File: config.mk
export PLATFORM = sky130hd
export DESIGN_NAME = avr_serial_tx
export DESIGN_NICKNAME = d
export VERILOG_FILES = /design/src/rtl/avr_serial_tx_pkg.sv /design/src/rtl/avr_serial_tx_sync_fifo.sv /design/src/rtl/avr_serial_tx.sv
export SDC_FILE = /design/constraint.sdc
export NUM_CORES = 1
export LEC_CHECK = 0
export ABC_AREA = 0
export ABC_CLOCK_PERIOD_IN_PS = 2800
export CAP_MARGIN = 20
export CORE_MARGIN = 1
export CORE_UTILIZATION = 53
export CTS_CLUSTER_DIAMETER = 200
export CTS_CLUSTER_SIZE = 14
export DETAILED_ROUTE_END_ITERATION = 16
export PLACE_DENSITY = 0.79
export SKIP_CTS_REPAIR_TIMING = 1
export SYNTH_ARGS = -nofsm -noshare
export SYNTH_HDL_FRONTEND = slang
export SYNTH_SLANG_ARGS = --single-unit
File: constraint.sdc
create_clock -name CLK -period 2.8 [get_ports CLK]
set_clock_uncertainty 0.2 [all_clocks]
set_input_delay 0.84 -clock CLK [delete_from_list [all_inputs] [get_ports CLK]]
set_output_delay 0.84 -clock CLK [all_outputs]
set_load 0.005 [all_outputs]
File: src/rtl/avr_serial_tx_pkg.sv
// Shared types and defaults for the FPGA->AVR serial transmitter.
// Holds the FSM encoding and the Mojo clock/baud defaults.
package avr_serial_tx_pkg;

    typedef enum logic [1:0] {
        S_IDLE  = 2'd0,
        S_START = 2'd1,
        S_DATA  = 2'd2,
        S_STOP  = 2'd3
    } tx_state_t;

    localparam int DEF_CLK_HZ = 50_000_000;
    localparam int DEF_BAUD   = 500_000;

    function automatic int clks_per_bit(
        input int clk_hz,
        input int baud
    );
        return clk_hz / baud;
    endfunction

endpackage

File: src/rtl/avr_serial_tx_sync_fifo.sv
// Show-ahead synchronous FIFO; rd_data is the head entry when not empty.
// Pointers wrap modulo DEPTH (power of two), count is one bit wider.
module sync_fifo #(
    parameter int WIDTH = 8,
    parameter int DEPTH = 4
) (
    input  logic                     CLK,
    input  logic                     RESET,
    input  logic                     wr_en,
    input  logic [WIDTH-1:0]         wr_data,
    input  logic                     rd_en,
    output logic [WIDTH-1:0]         rd_data,
    output logic                     full,
    output logic                     empty,
    output logic [$clog2(DEPTH):0]   count
);

    localparam int AW = $clog2(DEPTH);
    localparam logic [AW:0] CNT_FULL = (AW + 1)'(DEPTH);

    logic [WIDTH-1:0] mem [DEPTH];
    logic [AW-1:0]    wr_ptr;
    logic [AW-1:0]    rd_ptr;
    logic [AW:0]      cnt;
    logic             do_wr;
    logic             do_rd;

    assign full    = (cnt == CNT_FULL);
    assign empty   = (cnt == '0);
    assign count   = cnt;
    assign rd_data = mem[rd_ptr];
    assign do_wr   = wr_en && !full;
    assign do_rd   = rd_en && !empty;

    always_ff @(posedge CLK) begin
        if (do_wr) begin
            mem[wr_ptr] <= wr_data;
        end
    end

    always_ff @(posedge CLK) begin
        if (RESET) begin
            wr_ptr <= '0;
            rd_ptr <= '0;
            cnt    <= '0;
        end else begin
            if (do_wr) begin
                wr_ptr <= wr_ptr + AW'(1);
            end
            if (do_rd) begin
                rd_ptr <= rd_ptr + AW'(1);
            end
            unique case ({do_wr, do_rd})
                2'b10:   cnt <= cnt + (AW + 1)'(1);
                2'b01:   cnt <= cnt - (AW + 1)'(1);
                default: cnt <= cnt;
            endcase
        end
    end

endmodule

File: src/rtl/avr_serial_tx.sv
// 8N1 LSB-first transmitter toward the AVR, buffered by a small FIFO.
// New frames start only while the synchronised AVR busy flag is low.
module avr_serial_tx
    import avr_serial_tx_pkg::*;
#(
    parameter int CLK_HZ     = DEF_CLK_HZ,
    parameter int BAUD       = DEF_BAUD,
    parameter int FIFO_DEPTH = 4
) (
    input  logic       CLK,
    input  logic       RESET,
    input  logic [7:0] DATA,
    input  logic       VALID,
    output logic       READY,
    input  logic       RX_BUSY,
    output logic       TX,
    output logic       IDLE
);

    localparam int CPB = clks_per_bit(CLK_HZ, BAUD);
    localparam int BW  = $clog2(CPB);
    localparam int CW  = $clog2(FIFO_DEPTH) + 1;

    localparam logic [BW-1:0] BAUD_LAST = BW'(CPB - 1);
    localparam logic [CW-1:0] CNT_FULL  = CW'(FIFO_DEPTH);

    tx_state_t     state;
    logic [BW-1:0] baud_cnt;
    logic [2:0]    bit_cnt;
    logic [7:0]    shift;
    logic          tx_q;
    logic          ready_q;
    logic          idle_q;
    logic          busy_m;
    logic          busy_s;

    logic [7:0]    fifo_head;
    logic          fifo_full;
    logic          fifo_empty;
    logic [CW-1:0] fifo_count;
    logic [CW-1:0] cnt_nxt;
    logic          push;
    logic          pop;
    logic          bit_end;
    logic          can_start;

    assign READY = ready_q;
    assign TX    = tx_q;
    assign IDLE  = idle_q;

    assign push      = VALID && ready_q && !fifo_full;
    assign bit_end   = (baud_cnt == BAUD_LAST);
    assign can_start = !fifo_empty && !busy_s;
    assign pop       = can_start &&
                       ((state == S_IDLE) ||
                        ((state == S_STOP) && bit_end));

    sync_fifo #(
        .WIDTH (8),
        .DEPTH (FIFO_DEPTH)
    ) u_fifo (
        .CLK     (CLK),
        .RESET   (RESET),
        .wr_en   (push),
        .wr_data (DATA),
        .rd_en   (pop),
        .rd_data (fifo_head),
        .full    (fifo_full),
        .empty   (fifo_empty),
        .count   (fifo_count)
    );

    always_ff @(posedge CLK) begin
        if (RESET) begin
            busy_m <= 1'b0;
            busy_s <= 1'b0;
        end else begin
            busy_m <= RX_BUSY;
            busy_s <= busy_m;
        end
    end

    // READY tracks the post-edge occupancy so it can never admit an overflow.
    always_comb begin
        cnt_nxt = fifo_count;
        unique case (1'b1)
            (push && !pop): cnt_nxt = fifo_count + CW'(1);
            (pop && !push): cnt_nxt = fifo_count - CW'(1);
            default:        cnt_nxt = fifo_count;
        endcase
    end

    always_ff @(posedge CLK) begin
        if (RESET) begin
            ready_q <= 1'b1;
            idle_q  <= 1'b1;
        end else begin
            ready_q <= (cnt_nxt != CNT_FULL);
            idle_q  <= (state == S_IDLE) && (fifo_count == '0);
        end
    end

    // TX is driven from the current state, so the line lags the FSM by one edge.
    always_ff @(posedge CLK) begin
        if (RESET) begin
            state    <= S_IDLE;
            baud_cnt <= '0;
            bit_cnt  <= '0;
            shift    <= '0;
            tx_q     <= 1'b1;
        end else begin
            unique case (state)
                S_IDLE: begin
                    tx_q     <= 1'b1;
                    baud_cnt <= '0;
                    if (pop) begin
                        shift <= fifo_head;
                        state <= S_START;
                    end
                end
                S_START: begin
                    tx_q <= 1'b0;
                    if (bit_end) begin
                        baud_cnt <= '0;
                        bit_cnt  <= '0;
                        state    <= S_DATA;
                    end else begin
                        baud_cnt <= baud_cnt + BW'(1);
                    end
                end
                S_DATA: begin
                    tx_q <= shift[0];
                    if (bit_end) begin
                        baud_cnt <= '0;
                        shift    <= {1'b0, shift[7:1]};
                        if (bit_cnt == 3'd7) begin
                            state <= S_STOP;
                        end else begin
                            bit_cnt <= bit_cnt + 3'd1;
                        end
                    end else begin
                        baud_cnt <= baud_cnt + BW'(1);
                    end
                end
                S_STOP: begin
                    tx_q <= 1'b1;
                    if (bit_end) begin
                        baud_cnt <= '0;
                        if (pop) begin
                            shift <= fifo_head;
                            state <= S_START;
                        end else begin
                            state <= S_IDLE;
                        end
                    end else begin
                        baud_cnt <= baud_cnt + BW'(1);
                    end
                end
                default: begin
                    tx_q  <= 1'b1;
                    state <= S_IDLE;
                end
            endcase
        end
    end

endmodule

==> results of run 1 <==
through the flow:
| step | setup slack (ps) | TNS [ps] | hold slack (ps) | cell area, sq um |
|---|---|---|---|---|
| after detailed placement | -431 | -431 | 232 | 3260 |
| after global placement | -381 | -381 | 230 | 3260 |
| after CTS | -69.0 | -69.0 | 249 | 3460 |
| final | 15.0 | 0 | 239 | 3550 |
| after floorplan | 27.3 | 0 | 213 | 2950 |
| after global routing | -100 | -100 | 269 | 3550 |
sequential cells by signal, indices dropped and copies added, names as in the netlist, named ones only:
name / flops
IDLE: 1
READY: 1
TX: 1
baud_cnt: 7
bit_cnt: 3
busy_m: 1
busy_s: 1
shift: 8
state: 2
u_fifo.count: 3
u_fifo.mem: 32
u_fifo.rd_ptr: 2
u_fifo.wr_ptr: 2
cells by family after synthesis:
logic type / share of synthesized area [%]
AND/OR/NAND/NOR: 12.3
AO/OA/AOI/OAI: 10.3
flip-flops: 55.9
adder cells (fa/ha/maj): 7.25
multiplexers: 7.50
XOR/XNOR: 2.98
buffers and inverters: 3.75
final cells by class:
class | count | area [sq um]
clock buffer | 9 | 124
clock inverter | 7 | 76.3
fill | 383 | 1660
inverter | 19 | 71.3
multi-input combinational | 140 | 1250
sequential | 66 | 1650
tap | 70 | 87.6
timing repair buffer | 33 | 293
final timing paths:
| kind | endpoint | from | cells after the start | slack [ps] |
|---|---|---|---|---|
| setup / recovery | READY | baud_cnt[0] | 11 | 10 |
| hold / removal | baud_cnt[0] | baud_cnt[0] | 1 | 240 |
| setup reg to reg | READY | baud_cnt[0] | 11 | 10 |
| hold reg to reg | baud_cnt[0] | baud_cnt[0] | 1 | 240 |
metal layers:
metal / part of all wire [%] / vias to the layer above / track usage (%)
met5: 0 / - / 0
met4: 1.9 / 0 / 7.50
met3: 4.1 / 9 / 7.54
met2: 48 / 31 / 26.8
met1: 46 / 899 / 23.7
li1: - / 923 / -
worst max-delay path: cells and delay by family, from the launching register on:
| family | cells | cell delay [ps] |
|---|---|---|
| AO/OA/AOI/OAI | 3 | 800 |
| flip-flops | 1 | 360 |
| buffers and inverters | 1 | 90 |
| AND/OR/NAND/NOR | 5 | 880 |
| adder cells (fa/ha/maj) | 2 | 330 |
where the power goes:
part           switching (uW)  internal [uW]  total, uW
clock                     387            418        805
combinational             640            634       1270
sequential                117           1200       1310
total                    1140           2250       3390
synthesized netlist by cell type, types with 2 or more instances:
cell	count	area (sq um)
dfxtp_1	34	681
edfxtp_1	32	961
inv_1	18	67.6
nor2_1	18	67.6
ha_1	17	213
a21oi_1	15	75.1
nand2_1	14	52.6
mux4_2	8	180
a221oi_2	7	105
xnor2_1	6	52.6
and2_1	5	31.3
clkbuf_1	5	18.8
mux2i_1	4	40.0
xor2_1	4	35.0
or3_1	3	18.8
a21o_1	2	15.0
and3_1	2	12.5
nand2b_1	2	12.5
nand3_1	2	10.0
nand4_1	2	12.5
nor2b_1	2	12.5
nor3_1	2	10.0
o211ai_1	2	15.0
==> impl_metrics.py, run 1 <==
metrics = {
    "status": {
        "outcome": "complete, no violations",
    },
    "layout": {
        "final_nets": 298,
        "final_cell_mix": "32 x edfxtp_1, 29 x dfxtp_1, 18 x nor2_1",
        "syn2layout_area_growth_pct": 20.9,
        "layout-drive-gt1-share_pct": 26.6,
        "final_common_cell": "edfxtp_1",
        "final_core_util_pct": 68.2,
        "n_antenna_cell": 0,
        "fin_cells": 344,
    },
    "die": {
        "die-height_um": 76.4,
        "die_w_um": 76.4,
        "dieArea_sq_um": 5840,
        "initial_core_util_pct": 56.4,
        "coreArea_sq_um": 5200,
        "num_rows": 26,
        "io_pins": 15,
    },
    "setup_path": {
        "worst-endpoint-arrival_ps": 2820,
        "crit_path_end_kind": "register",
        "cp.required_ps": 2830,
        "critPathKind": "reg2reg",
        "path_cells": "ha_4, nand4bb_4, o31a_1, nor3_2, ha_4, buf_6, nand2_1, o311a_1, nor4_2, a41oi_1, or2_1",
        "critPathMaxStageDelay_ps": 360,
        "start_kind": "register",
        "crit_top_cell": "ha_4",
        "cp_max_fo": 3,
        "cp_slowest_cell": "dfxtp_2",
    },
    "synth": {
        "ys_seq_area_share_pct": 55.9,
        "synth_edf_count": 32,
        "netlist_area_sq_um": 2940,
        "avgSynthCellArea_sq_um": 12.6,
        "ys_warn_count": 0,
        "synthArstFlopShare_pct": 0,
        "synth_fp_nets": 262,
        "ys_ff_latch": 66,
        "netlist_instances": 233,
        "synth.distinct_cells": 50,
        "synth-main-ff-cell": "dfxtp_1",
    },
    "sta": {
        "tightest_slew_ps": 524,
        "fin_crit_ps": 2790,
        "final_hold_viol_count": 0,
        "setup_viol": 0,
        "drv_slew": 0,
        "rsz0062_at_grt": "yes",
        "post-route-period-util_pct": 99.5,
        "slew_headroom_pct": 65.0,
        "timing.fmax_mhz": 359,
    },
    "drt": {
        "drt-pass1-iter-count": 4,
        "routed_wl_um": 4860,
        "drc": 0,
        "ant_nets": 0,
        "vias_per_cell": 5.41,
        "num_vias": 1862,
        "routedWlPerCell_um": 14.1,
        "dr.first_iter.drc_count": 129,
    },
    "grt": {
        "grt_pass1_vias": 1702,
        "grt_max_degree": 16,
        "grt.total_usage_pct": 18.2,
        "grt_first_pass_wirelength_um": 8000,
        "antenna_found_initial": 0,
        "overflow": 0,
    },
    "hold_path": {
        "min_path_type": "reg2reg",
    },
    "clocking": {
        "cts_made_buffers": 9,
        "cts_buffer_depth": 2,
        "clock_latency_ps": 340,
        "h-tree-depth": 3,
        "cts_num_sinks": 66,
        "clkTransAtPathRegs_ps": 80,
        "tritoncts": "built",
        "root_buffer": "clkbuf_8",
    },
    "power_and_ir_drop": {
        "total_power_uw": 3390,
        "leakagePower_uw": 0.00128,
        "p_per_area_nw_per_um2": 956,
        "peakVddDrop_uv": 546,
    },
    "place": {
        "place.gp.congestion": 0.828,
        "dpl.hpwl_um": 3170,
        "port-buffer-count": 14,
        "dp_cells": 325,
    },
    "job": {
        "cap_violations": 0,
    },
}
No activity file was read; power rests on OpenSTA's default activity.
==> inputs of run 2 (changes only) <==
--- a/config.mk
+++ b/config.mk
@@ -5,7 +5,7 @@
 export SDC_FILE = /design/constraint.sdc
 export NUM_CORES = 1
 export LEC_CHECK = 0
-export ABC_AREA = 0
+export ABC_AREA = 1
 export ABC_CLOCK_PERIOD_IN_PS = 2800
 export CAP_MARGIN = 20
 export CORE_MARGIN = 1
@@ -13,7 +13,8 @@
 export CTS_CLUSTER_DIAMETER = 200
 export CTS_CLUSTER_SIZE = 14
 export DETAILED_ROUTE_END_ITERATION = 16
-export PLACE_DENSITY = 0.79
+export PLACE_DENSITY = 0.78
+export REMOVE_ABC_BUFFERS = 1
 export SKIP_CTS_REPAIR_TIMING = 1
 export SYNTH_ARGS = -nofsm -noshare
 export SYNTH_HDL_FRONTEND = slang
==> run 2 against run 1 <==
Compared with the run above:
- area after synthesis increased by 2.9%
- global-route usage grew 1.0 points
- combinational power down 8%
- sequential power down 4%
- power shrank 4.7%
- critical endpoint is now READY
- flip-flop and latch count is the same
- clock-buffer cell count unchanged
- setup slack improved by 550 ps
- maximum frequency increased by 24%
- hold slack got worse by 16 ps
- wire length rose by 10%
==> impl_metrics.py, run 2 <==
metrics = {
    "layout": {
        "layout-drive-gt1-share_pct": 10.8,
        "final_common_cell": "nor2_1",
        "final_cell_mix": "61 x nor2_1, 60 x nand2_1, 37 x inv_1",
        "final_nets": 393,
        "reg_top3": "u_fifo.mem x32, shift x8, baud_cnt x7",
        "n_antenna_cell": 0,
        "design_area_sq_um": 3470,
        "largest_reg_flops": 32,
        "fin_cells": 441,
        "syn2layout_area_growth_pct": 14.8,
        "max_flop_register": "u_fifo.mem",
    },
    "place": {
        "port-buffer-count": 14,
        "dpl.hpwl_um": 3710,
        "placed_area_sq_um": 3260,
        "place.gp.congestion": 0.819,
        "post-place-ws_ps": 257,
        "dp_cells": 425,
    },
    "synth": {
        "yosysMostFrequentCell": "nor2_1",
        "netlist_instances": 339,
        "yosys.area.top_type_share_pct": 31.8,
        "synth_edf_count": 32,
        "netlist_area_sq_um": 3020,
        "synth_largest_area_cell": "edfxtp_1",
        "synthTopCellsByCount": "61 x nor2_1, 60 x nand2_1, 37 x inv_1",
        "synthArstFlopShare_pct": 0,
        "ys_seq_area_share_pct": 54.4,
        "ys_ff_latch": 66,
        "synth.area.top_cells": "edfxtp_1 32%, dfxtp_1 23%, nor2_1 7.6%",
        "avgSynthCellArea_sq_um": 8.91,
        "ys_warn_count": 0,
        "synth.distinct_cells": 25,
        "synth-main-ff-cell": "dfxtp_1",
    },
    "power_and_ir_drop": {
        "peakVddDrop_uv": 428,
        "leakagePower_uw": 0.00148,
        "p_per_area_nw_per_um2": 933,
    },
    "setup_path": {
        "r2r_slack_ps": 680,
        "worst-endpoint-arrival_ps": 1200,
        "start_kind": "register",
        "reg2reg_from": "u_fifo.count[0]",
        "path_delay_family": "buffers and inverters",
        "path_depth": 1,
        "startpoint": "READY",
        "endpoint": "READY",
        "path_cells": "clkdlybuf4s50_1",
        "r2r-end": "u_fifo.count[2]",
        "ff2ff_path_depth": 11,
        "critPathKind": "reg2out",
        "cp_max_fo": 2,
        "crit_path_end_kind": "primary output",
        "cp.required_ps": 1760,
        "critPathMaxStageDelay_ps": 510,
        "cp_slowest_cell": "clkdlybuf4s50_1",
        "path_buf_inv": 1,
    },
    "sta": {
        "timing.fmax_mhz": 447,
        "tns_ps": 0,
        "tightest_slew_ps": 427,
        "drv_slew": 0,
        "hold_slack_ps": 223,
        "rsz0062_at_grt": "no",
        "post-route-period-util_pct": 79.9,
        "slew_headroom_pct": 71.5,
        "worst_slack_ps": 563,
        "setup_viol": 0,
        "final_hold_viol_count": 0,
        "fin_crit_ps": 2240,
    },
    "grt": {
        "grt_first_pass_wirelength_um": 8830,
        "antenna_found_initial": 0,
        "grt_pass1_vias": 1944,
        "overflow": 0,
        "grt_max_degree": 18,
        "grt.total_usage_pct": 19.2,
    },
    "job": {
        "cap_violations": 0,
    },
    "status": {
        "outcome": "complete, no violations",
    },
    "drt": {
        "ant_nets": 0,
        "drt-met1-wl_um": 2600,
        "routed_wl_um": 5360,
        "num_vias": 2193,
        "drt-pass1-iter-count": 4,
        "drc": 0,
        "vias_per_cell": 4.97,
        "wl_met2_um": 2510,
        "highest_layer": "met4",
        "routedWlPerCell_um": 12.1,
        "wl_met3_um": 141,
        "dr.first_iter.drc_count": 121,
    },
    "die": {
        "num_rows": 27,
        "die_w_um": 77.5,
        "io_pins": 15,
        "initial_core_util_pct": 54.8,
        "die-height_um": 77.5,
        "coreArea_sq_um": 5510,
        "dieArea_sq_um": 6000,
    },
    "hold_path": {
        "min_path_type": "reg2reg",
    },
    "clocking": {
        "tritoncts": "built",
        "cts_made_buffers": 9,
        "root_buffer": "clkbuf_8",
        "h-tree-depth": 3,
        "cts_buffer_depth": 2,
        "clock_latency_ps": 350,
        "clkTransAtPathRegs_ps": 80,
        "cts_num_sinks": 66,
    },
}
==> run 2: worst min path at each step <==
| stage | slack, ps | end | from | depth (start not counted) |
|---|---|---|---|---|
| 6_report | 220 | busy_s | busy_m | 2 |
| 5_1_grt | 250 | busy_s | busy_m | 2 |
| 4_1_cts | 230 | busy_s | busy_m | 2 |
| 3_5_place_dp | 200 | busy_s | busy_m | 2 |
| 3_3_place_gp | 200 | busy_s | busy_m | 2 |
| 2_1_floorplan | 190 | busy_s | busy_m | 2 |
==> run 2: worst min-delay path: stages, from the launching register on <==
cell     delay (ps)
dfxtp_1         310
inv_1            50
nor2_1           30
==> run 2: stage by stage <==
step           total power (uW)  utilization [%]
4_1_cts                    3250             62.9
2_1_floorplan              2140                -
3_3_place_gp               2390             59.3
5_1_grt                    3470             62.9
6_report                   3230             62.9
3_5_place_dp               2440             59.3
==> run 2: metal layers <==
metal / GRT usage [%] / vias to the layer above
li1: - / 1139
met1: 24.7 / 1014
met2: 30.2 / 30
met3: 4.00 / 10
met4: 10.8 / 0
met5: 0 / -
==> run 2: power breakdown <==
group | internal, uW | switching [uW] | total (uW)
combinational | 433 | 732 | 1170
clock | 416 | 389 | 805
sequential | 1180 | 84.4 | 1260
==> run 2: layout make-up <==
type | count | area, sq um
Tap cell | 72 | 90.1
Sequential cell | 66 | 1640
Timing Repair Buffer | 23 | 208
Multi-Input combinational cell | 225 | 1180
Inverter | 39 | 146
Clock inverter | 7 | 78.8
Clock buffer | 9 | 124
Fill cell | 452 | 2040
==> run 2: cells by family after synthesis <==
| family | synth area share (%) |
|---|---|
| xor+xnor | 2.32 |
| compound gates | 7.63 |
| flops | 54.4 |
| fa+ha+maj | 7.05 |
| buf+inv | 6.63 |
| simple gates | 22.0 |
==> inputs of run 3 (changes only) <==
--- a/config.mk
+++ b/config.mk
@@ -6,14 +6,14 @@
 export NUM_CORES = 1
 export LEC_CHECK = 0
 export ABC_AREA = 1
-export ABC_CLOCK_PERIOD_IN_PS = 2800
+export ABC_CLOCK_PERIOD_IN_PS = 2200
 export CAP_MARGIN = 20
 export CORE_MARGIN = 1
-export CORE_UTILIZATION = 53
+export CORE_UTILIZATION = 54
 export CTS_CLUSTER_DIAMETER = 200
 export CTS_CLUSTER_SIZE = 14
 export DETAILED_ROUTE_END_ITERATION = 16
-export PLACE_DENSITY = 0.78
+export PLACE_DENSITY = 0.77
 export REMOVE_ABC_BUFFERS = 1
 export SKIP_CTS_REPAIR_TIMING = 1
 export SYNTH_ARGS = -nofsm -noshare
==> constraint.sdc (replaced) <==
create_clock -name CLK -period 2.2 [get_ports CLK]
set_clock_uncertainty 0.2 [all_clocks]
set_input_delay 0.66 -clock CLK [delete_from_list [all_inputs] [get_ports CLK]]
set_output_delay 0.66 -clock CLK [all_outputs]
set_load 0.005 [all_outputs]
==> run 3 against run 2 <==
Compared with the run above:
- cell count grew 0.23%
- register-to-register slack lost 500 ps
- largest power group unchanged
- critical endpoint unchanged
- die area shrank 1.8%
- first-iteration DRC count shrank 40%
- clock power grew 18%
- power grew 25%
- utilization grew 3.4 points
- critical path depth is the same
==> impl_metrics.py, run 3 (synthesis gave the netlist of run 2 again) <==
metrics = {
    "clocking": {
        "clkTransAtPathRegs_ps": 70,
        "clock_latency_ps": 330,
        "cts_made_buffers": 9,
        "root_buffer": "clkbuf_8",
        "tritoncts": "built",
        "cts_num_sinks": 66,
        "h-tree-depth": 3,
        "cts_buffer_depth": 2,
    },
    "grt": {
        "grt_max_degree": 17,
        "grt.total_usage_pct": 19.5,
        "grt_pass1_vias": 2000,
        "grt_first_pass_wirelength_um": 8910,
        "overflow": 0,
        "antenna_found_initial": 0,
    },
    "power_and_ir_drop": {
        "clkPwrFrac_pct": 23.4,
        "p_switching_uw": 1460,
        "leakagePower_uw": 0.00149,
        "p_per_area_nw_per_um2": 1160,
        "peakVddDrop_uv": 607,
        "combPwrFrac_pct": 36.3,
        "p_seq_share_pct": 40.2,
        "p_int_uw": 2590,
        "total_power_uw": 4050,
        "switching_share_pct": 36.0,
    },
    "die": {
        "num_rows": 26,
        "initial_core_util_pct": 57.6,
        "io_pins": 15,
        "die-height_um": 76.8,
        "die_w_um": 76.8,
        "coreArea_sq_um": 5240,
        "dieArea_sq_um": 5890,
    },
    "setup_path": {
        "worst-endpoint-arrival_ps": 1170,
        "reg2reg_from": "u_fifo.count[0]",
        "cp_slowest_cell": "clkdlybuf4s50_1",
        "path_cells": "clkdlybuf4s50_1",
        "critPathMaxStageDelay_ps": 500,
        "start_kind": "register",
        "startpoint": "READY",
        "cp.required_ps": 1340,
        "r2r_slack_ps": 180,
        "crit_path_end_kind": "primary output",
        "path_delay_family": "buffers and inverters",
        "critPathKind": "reg2out",
        "cp_max_fo": 2,
        "path_buf_inv": 1,
    },
    "place": {
        "dp_cells": 426,
        "placed_area_sq_um": 3280,
        "post-place-ws_ps": -66.7,
        "port-buffer-count": 14,
        "dpl.hpwl_um": 3720,
        "place.gp.congestion": 0.797,
    },
    "layout": {
        "syn2layout_area_growth_pct": 15.1,
        "reg_top3": "u_fifo.mem x32, shift x8, baud_cnt x7",
        "n_antenna_cell": 0,
        "fin_cells": 442,
        "final_nets": 396,
        "layout-drive-gt1-share_pct": 12.4,
        "multiInputGateArea_sq_um": 1180,
        "fillCellCount": 425,
        "ff_latch_area_sq_um": 1650,
        "final_core_util_pct": 66.3,
        "design_area_sq_um": 3470,
        "final_cell_mix": "60 x nand2_1, 60 x nor2_1, 35 x inv_1",
        "max_flop_register": "u_fifo.mem",
        "largest_reg_flops": 32,
    },
    "hold_path": {
        "min_path_type": "reg2reg",
        "min-delay-start": "busy_m",
    },
    "sta": {
        "setup_viol": 0,
        "tightest_slew_ps": 371,
        "final_hold_viol_count": 0,
        "drv_slew": 0,
        "rsz0062_at_grt": "no",
        "worst_slack_ps": 172,
        "post-route-period-util_pct": 92.2,
        "fin_crit_ps": 2030,
        "slew_headroom_pct": 75.3,
        "timing.fmax_mhz": 493,
    },
    "drt": {
        "ant_nets": 0,
        "routed_wl_um": 4990,
        "num_vias": 2133,
        "routedWlPerCell_um": 11.3,
        "dr.first_iter.drc_count": 72,
        "drt-pass1-iter-count": 4,
        "drc": 0,
        "vias_per_cell": 4.83,
    },
    "status": {
        "outcome": "complete, no violations",
    },
    "job": {
        "cap_violations": 0,
    },
}
## run 3: per-layer routing
layer	vias to the layer above	part of all wire (%)	GRT usage, %
met3	4	3.6	5.36
met2	29	46	30.4
met1	955	49	25.4
met5	-	0	0
met4	0	0.66	8.08
li1	1145	-	-
## run 3: path summary, 6_finish.rpt
kind,cells past startpoint,to
max,1,READY
min,2,busy_s
max reg2reg,12,READY
min reg2reg,2,busy_s
## run 3: worst register-to-register path, delay by kind of cell (launching register included)
family                   cells  cell delay, ps
AO/OA/AOI/OAI                1             150
adder cells (fa/ha/maj)      2             440
buffers and inverters        1              90
flip-flops                   1             360
AND/OR/NAND/NOR              8             690
## run 3: area by class of cell
class / count / area share (%)
Sequential cell: 66 / 47.4
Multi-Input combinational cell: 225 / 34.0
Timing Repair Buffer: 26 / 6.63
Inverter: 39 / 4.21
Clock buffer: 10 / 3.67
Tap cell: 70 / 2.52
Clock inverter: 6 / 1.66
## run 3: power by group through the flow
stage | clock network [uW] | logic, uW | registers, uW
after floorplan | 0 | 1080 | 1640
after global placement | 0 | 1420 | 1640
after detailed placement | 0 | 1460 | 1650
after CTS | 967 | 1470 | 1620
after global routing | 1030 | 1700 | 1650
final | 948 | 1470 | 1630
## run 3: per-stage QoR
| stage | hold WS, ps | setup TNS, ps |
|---|---|---|
| 3_3_place_gp | 191 | -343 |
| 5_1_grt | 259 | 0 |
| 4_1_cts | 208 | 0 |
| 3_5_place_dp | 196 | -704 |
| 6_report | 205 | 0 |
| 2_1_floorplan | 188 | 0 |
